--- src/rtl/imem_loader.sv ---
// Boot-time instruction-memory loader: length-prefixed byte stream -> little-endian 32-bit word writes.
// Optional trailing checksum byte when IMEM_LOADER_CKSUM_EN is defined.
module imem_loader #(
  parameter logic [31:0] BASE_ADDR = 32'h0000_0000,
  parameter int          MAX_WORDS = 64
) (
  input  logic        clk,
  input  logic        rst,
  input  logic        start,
  input  logic        rx_valid,
  input  logic [7:0]  rx_data,
  output logic        rx_ready,
  output logic        we,
  output logic [31:0] A,
  output logic [31:0] WD,
  output logic        cpu_hold,
  output logic        busy,
  output logic        done,
  output logic        err
);

  localparam logic [15:0] MAX_N = 16'(MAX_WORDS);

  typedef enum logic [2:0] {
    S_IDLE, S_LEN0, S_LEN1, S_DATA, S_WRITE,
`ifdef IMEM_LOADER_CKSUM_EN
    S_CKSUM,
`endif
    S_DONE, S_ERR
  } state_t;

  state_t      state;
  logic [7:0]  n_lo;
  logic [15:0] n_words;
  logic [15:0] word_idx;
  logic [1:0]  byte_idx;
  logic [23:0] word_buf;
`ifdef IMEM_LOADER_CKSUM_EN
  logic [7:0]  cksum;
`endif

  logic        accept;
  logic [15:0] n_next;
  logic [15:0] idx_next;

  assign accept   = rx_valid && rx_ready;
  assign n_next   = {rx_data, n_lo};
  assign idx_next = word_idx + 16'd1;

  // Length and partial-word holding registers; always rewritten before use, so no reset.
  always_ff @(posedge clk) begin
    if (accept && state == S_LEN0) n_lo <= rx_data;
    if (accept && state == S_LEN1) n_words <= n_next;
    if (accept && state == S_DATA) begin
      case (byte_idx)
        2'd0:    word_buf[7:0]   <= rx_data;
        2'd1:    word_buf[15:8]  <= rx_data;
        2'd2:    word_buf[23:16] <= rx_data;
        default: ;
      endcase
    end
  end

  always_ff @(posedge clk or negedge rst) begin
    if (!rst) begin
      state    <= S_IDLE;
      rx_ready <= 1'b0;
      we       <= 1'b0;
      A        <= BASE_ADDR;
      WD       <= '0;
      cpu_hold <= 1'b1;
      busy     <= 1'b0;
      done     <= 1'b0;
      err      <= 1'b0;
      word_idx <= '0;
      byte_idx <= '0;
`ifdef IMEM_LOADER_CKSUM_EN
      cksum    <= '0;
`endif
    end else begin
      we <= 1'b0;
      case (state)
        S_IDLE, S_DONE, S_ERR: begin
          if (start) begin
            state    <= S_LEN0;
            rx_ready <= 1'b1;
            done     <= 1'b0;
            err      <= 1'b0;
            cpu_hold <= 1'b1;
            busy     <= 1'b1;
            word_idx <= '0;
            byte_idx <= '0;
`ifdef IMEM_LOADER_CKSUM_EN
            cksum    <= '0;
`endif
          end
        end
        S_LEN0: if (accept) state <= S_LEN1;
        S_LEN1: begin
          if (accept) begin
            if (n_next == 16'd0) begin
`ifdef IMEM_LOADER_CKSUM_EN
              state <= S_CKSUM;
`else
              state    <= S_DONE;
              rx_ready <= 1'b0;
              busy     <= 1'b0;
              cpu_hold <= 1'b0;
              done     <= 1'b1;
`endif
            end else if (n_next > MAX_N) begin
              state    <= S_ERR;
              rx_ready <= 1'b0;
              busy     <= 1'b0;
              err      <= 1'b1;
            end else begin
              state <= S_DATA;
            end
          end
        end
        S_DATA: begin
          if (accept) begin
            byte_idx <= byte_idx + 2'd1;
`ifdef IMEM_LOADER_CKSUM_EN
            cksum    <= cksum + rx_data;
`endif
            // Fourth byte goes straight into WD so the write lands one cycle later.
            if (byte_idx == 2'd3) begin
              state    <= S_WRITE;
              rx_ready <= 1'b0;
              we       <= 1'b1;
              A        <= BASE_ADDR + {14'd0, word_idx, 2'b00};
              WD       <= {rx_data, word_buf};
            end
          end
        end
        S_WRITE: begin
          word_idx <= idx_next;
          if (idx_next == n_words) begin
`ifdef IMEM_LOADER_CKSUM_EN
            state    <= S_CKSUM;
            rx_ready <= 1'b1;
`else
            state    <= S_DONE;
            busy     <= 1'b0;
            cpu_hold <= 1'b0;
            done     <= 1'b1;
`endif
          end else begin
            state    <= S_DATA;
            rx_ready <= 1'b1;
          end
        end
`ifdef IMEM_LOADER_CKSUM_EN
        S_CKSUM: begin
          if (accept) begin
            rx_ready <= 1'b0;
            busy     <= 1'b0;
            if (rx_data == cksum) begin
              state    <= S_DONE;
              cpu_hold <= 1'b0;
              done     <= 1'b1;
            end else begin
              state <= S_ERR;
              err   <= 1'b1;
            end
          end
        end
`endif
        default: state <= S_IDLE;
      endcase
    end
  end

endmodule

--- config.mk ---
export PLATFORM = sky130hd
export DESIGN_NAME = imem_loader
export DESIGN_NICKNAME = d
export VERILOG_FILES = /design/src/rtl/imem_loader.sv
export SDC_FILE = /design/constraint.sdc
export NUM_CORES = 1
export LEC_CHECK = 0
export CORE_UTILIZATION = 40
export CTS_BUF_LIST = sky130_fd_sc_hd__clkbuf_16
export DETAILED_ROUTE_END_ITERATION = 10
export MAX_ROUTING_LAYER = met4
export SYNTH_ARGS = -nofsm -noshare
export SYNTH_HDL_FRONTEND = slang
export SYNTH_SLANG_ARGS = --single-unit
--- constraint.sdc ---
create_clock -name clk -period 2.75 [get_ports clk]
set_input_delay 0.825 -clock clk [delete_from_list [all_inputs] [get_ports clk]]
set_output_delay 0.825 -clock clk [all_outputs]
set_load 0.03 [all_outputs]
==> Implementation_results.wiki <==
{| class="wikitable"
! Metric !! Value
|-
| Result of the run || complete, no violations
|-
| Leftover overflow at the end of global routing || 0
|-
| Routed via count divided by cell count || 5.21
|-
| Share of flip-flops with an asynchronous set or reset || 0.610
|-
| Skew final || 0.0124 ns
|-
| Die height || 119 µm
|-
| Worst slew margin || 0.330
|-
| Final setup fails || 0
|-
| Total clock buffers created by CTS || 17
|-
| Number of diodes || 0
|-
| FILL cells || 1162
|-
| Critical path fanouts, max || 15
|-
| Fin crit period || between 2 and 2.5 ns
|-
| Number of H-tree branching levels || 4
|-
| Vias || roughly 3700
|-
| Remaining antenna violation count after routing || 0
|-
| Leakage || 0.00299 µW
|-
| Final Util || 0.525
|-
| Detailed Route Iter0 Violations || 248
|-
| Critical Path AT || ~2.8 ns
|-
| TritonCTS clock tree || yes
|-
| Slew at the pin closest to its max-slew limit || 1.00 ns
|-
| Startpoint-to-endpoint class of the critical path || in2reg
|-
| I/O pin count || slightly above 80
|-
| IR drop worst, VDD || roughly 0.40 mV
|-
| Global-route wire length before repair || approximately 20000 µm
|-
| Number of antenna violations at the first check in global routing || 0
|-
| Final period utilization || 0.906
|-
| Clock root cell || sky130_fd_sc_hd__clkbuf_16
|-
| Internal reg-to-reg setup slack || 0.30 ns
|-
| Area growth from synthesis to final layout || 27.1%
|-
| Effective utilization at floorplan || 0.413
|-
| Hold buffers post-CTS || 0
|-
| Total track usage || 0.192
|-
| Port-buffer cells || between 60 and 70
|-
| Final Wtd Congestion || 0.903
|-
| Estimated wirelength of the detail-placed design || 8590 µm
|-
| Mapped cell area || 0.00551 mm²
|-
| Register clock-pin slew on the reported worst setup and hold paths || 0.05 ns
|-
| HP Class || in2async
|-
| Maximum buffer depth of the clock tree || 2
|-
| Post-DR wirelength/cell || 17.0 µm
|-
| Primary flip-flop cell chosen by synthesis mapping || sky130_fd_sc_hd__dfrtp_1
|-
| Power per unit of standard cell area || 768 mW/mm²
|-
| Pins over their slew limit || 0
|-
| Sum of internal, switching and leakage power || between 5000 and 6000 µW
|-
| Leading cell type in the layout, fill and taps excluded || sky130_fd_sc_hd__dfrtp_1
|-
| Layout cells sized above 1 || 0.223
|-
| Worst Path Required || 3.04 ns
|-
| RSZ-0062 raised after global routing || false
|-
| Setup Total Neg Slack || 0 ns
|-
| Gate count after technology mapping || 435
|-
| Part of the Yosys area used for sequential elements || 0.602
|-
| Synthesis Warnings || 0
|-
| Cts repair resizes || 0
|-
| Post-CTS setup buffers || 0
|-
| Number of distinct library cells after synthesis || 60
|-
| Final hold violation count || 0
|-
| Endpoint kind of the worst setup timing path || flip-flop
|-
| Final Net Count || 543
|-
| Post-synth EDFFs || 48
|-
| Count of unresolved DRC violations after routing || 0
|-
| Drt pass-1 iters || 4
|-
| Leading cell types in the layout, fill and taps excluded || sky130_fd_sc_hd__dfrtp_1, sky130_fd_sc_hd__clkdlybuf4s50_1, sky130_fd_sc_hd__edfxtp_1
|-
| Overall die area || 0.0143 mm²
|-
| Std cell rows || 42
|-
| Highest achievable clock rate || ~0.40 GHz
|-
| Max Cap Violations || 0
|-
| CP startpoint || start
|-
| Sink Count || 123
|-
| Synth Register Bits || ~120
|-
| Wire length after detailed routing || 12100 µm
|-
| Later-pin clock latency in the skew report || 0.42 ns
|-
| Startpoint of the worst-slack reg-to-reg timing path || word_idx[2]
|-
| Largest net degree at the start of global routing || 43
|-
| Die span in x || 119 µm
|-
| CP Launch Type || primary input
|-
| Synth Area per Inst || 12.7 µm²
|-
| Number of global-route vias before repair || roughly 3700
|-
| Core Footprint || 0.0133 mm²
|}
cell families after synthesis:
kind of cell / Yosys count / share of synthesized area
AOI/OAI and AO/OA: 81 / 0.0985
xor gates and xnor gates: 19 / 0.0302
adders and majority gates: 5 / 0.0113
buffers and inverters: 52 / 0.0513
DFF: 123 / 0.602
muxes: 48 / 0.0978
other: 1 / 0.000680
and+or+nand+nor: 106 / 0.108
layer usage:
metal	routed length, µm	track usage
met1	5290	0.238
met5	0	-
met4	122	0.0711
met3	680	0.0661
met2	6050	0.291
flip-flops by register name, indices dropped and copies added, names as in the netlist, 2 cells and up:
signal	count
WD	32
word_buf	24
A	16
n_words	16
word_idx	16
n_lo	8
state	3
byte_idx	2
layout make-up:
type,instances,area (µm²),area share
Sequential cell,123,3320,0.474
Multi-Input combinational cell,275,1970,0.281
Timing Repair Buffer,97,913,0.130
Clock buffer,17,425,0.0607
Tap cell,176,220,0.0314
Clock inverter,15,113,0.0161
Inverter,12,45.0,0.00643
path summary, 6_finish.rpt:
| path | to | depth (start not counted) |
|---|---|---|
| max | rx_ready | 7 |
| min | A[10] | 1 |
| max reg2reg | state[1] | 7 |
| min reg2reg | n_words[4] | 0 |
| max in group asynchronous | WD[19] | 2 |
| min in group clk | n_words[4] | 0 |
synth_stat cells, types with 2 or more instances:
master                      count  area [µm²]
sky130_fd_sc_hd__a31oi_1        4        25.0
sky130_fd_sc_hd__nor2_1        20        75.1
sky130_fd_sc_hd__a22o_1         2        17.5
sky130_fd_sc_hd__and2_1         4        25.0
sky130_fd_sc_hd__o22ai_1        3        18.8
sky130_fd_sc_hd__nand4_1        5        31.3
sky130_fd_sc_hd__and4_1         3        26.3
sky130_fd_sc_hd__o21ai_0       30         150
sky130_fd_sc_hd__or3_1          2        12.5
sky130_fd_sc_hd__a211oi_1       4        30.0
sky130_fd_sc_hd__ha_1           5        62.6
sky130_fd_sc_hd__edfxtp_1      48        1440
sky130_fd_sc_hd__or2_2          2        12.5
sky130_fd_sc_hd__and3_1         4        25.0
sky130_fd_sc_hd__o32ai_1        2        17.5
sky130_fd_sc_hd__inv_1         12        45.0
sky130_fd_sc_hd__clkbuf_1      10        37.5
sky130_fd_sc_hd__mux2_2        47         529
sky130_fd_sc_hd__nand3_1        9        45.0
sky130_fd_sc_hd__a21oi_1        8        40.0
sky130_fd_sc_hd__nand2b_1       2        12.5
sky130_fd_sc_hd__buf_1          4        15.0
sky130_fd_sc_hd__nand4_4        2        42.5
sky130_fd_sc_hd__o2bb2ai_1      2        17.5
sky130_fd_sc_hd__dfrtp_1       74        1850
sky130_fd_sc_hd__o21ai_1        2        10.0
sky130_fd_sc_hd__nor4_1         5        31.3
sky130_fd_sc_hd__o31ai_1        4        30.0
sky130_fd_sc_hd__nor3_1         5        25.0
sky130_fd_sc_hd__nand2_1       30         113
sky130_fd_sc_hd__buf_2          4        20.0
sky130_fd_sc_hd__o2111ai_2      2        30.0
sky130_fd_sc_hd__xnor2_1       10        87.6
sky130_fd_sc_hd__buf_4         22         165
sky130_fd_sc_hd__nor2b_1        7        43.8
sky130_fd_sc_hd__o211ai_1       4        30.0
sky130_fd_sc_hd__xor2_1         9        78.8
critical path, stage by stage:
cell and delay, ns:
sky130_fd_sc_hd__clkdlybuf4s50_1 0.45, sky130_fd_sc_hd__o21bai_1 0.14, sky130_fd_sc_hd__a21oi_1 0.10, sky130_fd_sc_hd__nor2_1 0.79, sky130_fd_sc_hd__inv_1 0.19, sky130_fd_sc_hd__o32ai_1 0.21
sky130_fd_sc_hd__a21oi_1 0.07
stage by stage:
stage	worst slack [ns]	std cells	hold WS [ns]	instance area [µm²]
6_report	0.259	715	0.374	7010
5_1_grt	0.0131	715	0.386	7010
4_1_cts	0.225	715	0.371	7010
3_5_place_dp	-0.192	683	0.436	6470
3_3_place_gp	-0.0226	683	0.441	6470
2_1_floorplan	0.617	450	0.427	5570
where the power goes:
group          switching (µW)  total [µW]  leakage, µW  internal [µW]
sequential                190        2300      0.00146           2110
clock                     794        2020     0.000266           1220
combinational             622        1070      0.00126            444
Power figures use the tool's default switching activity.
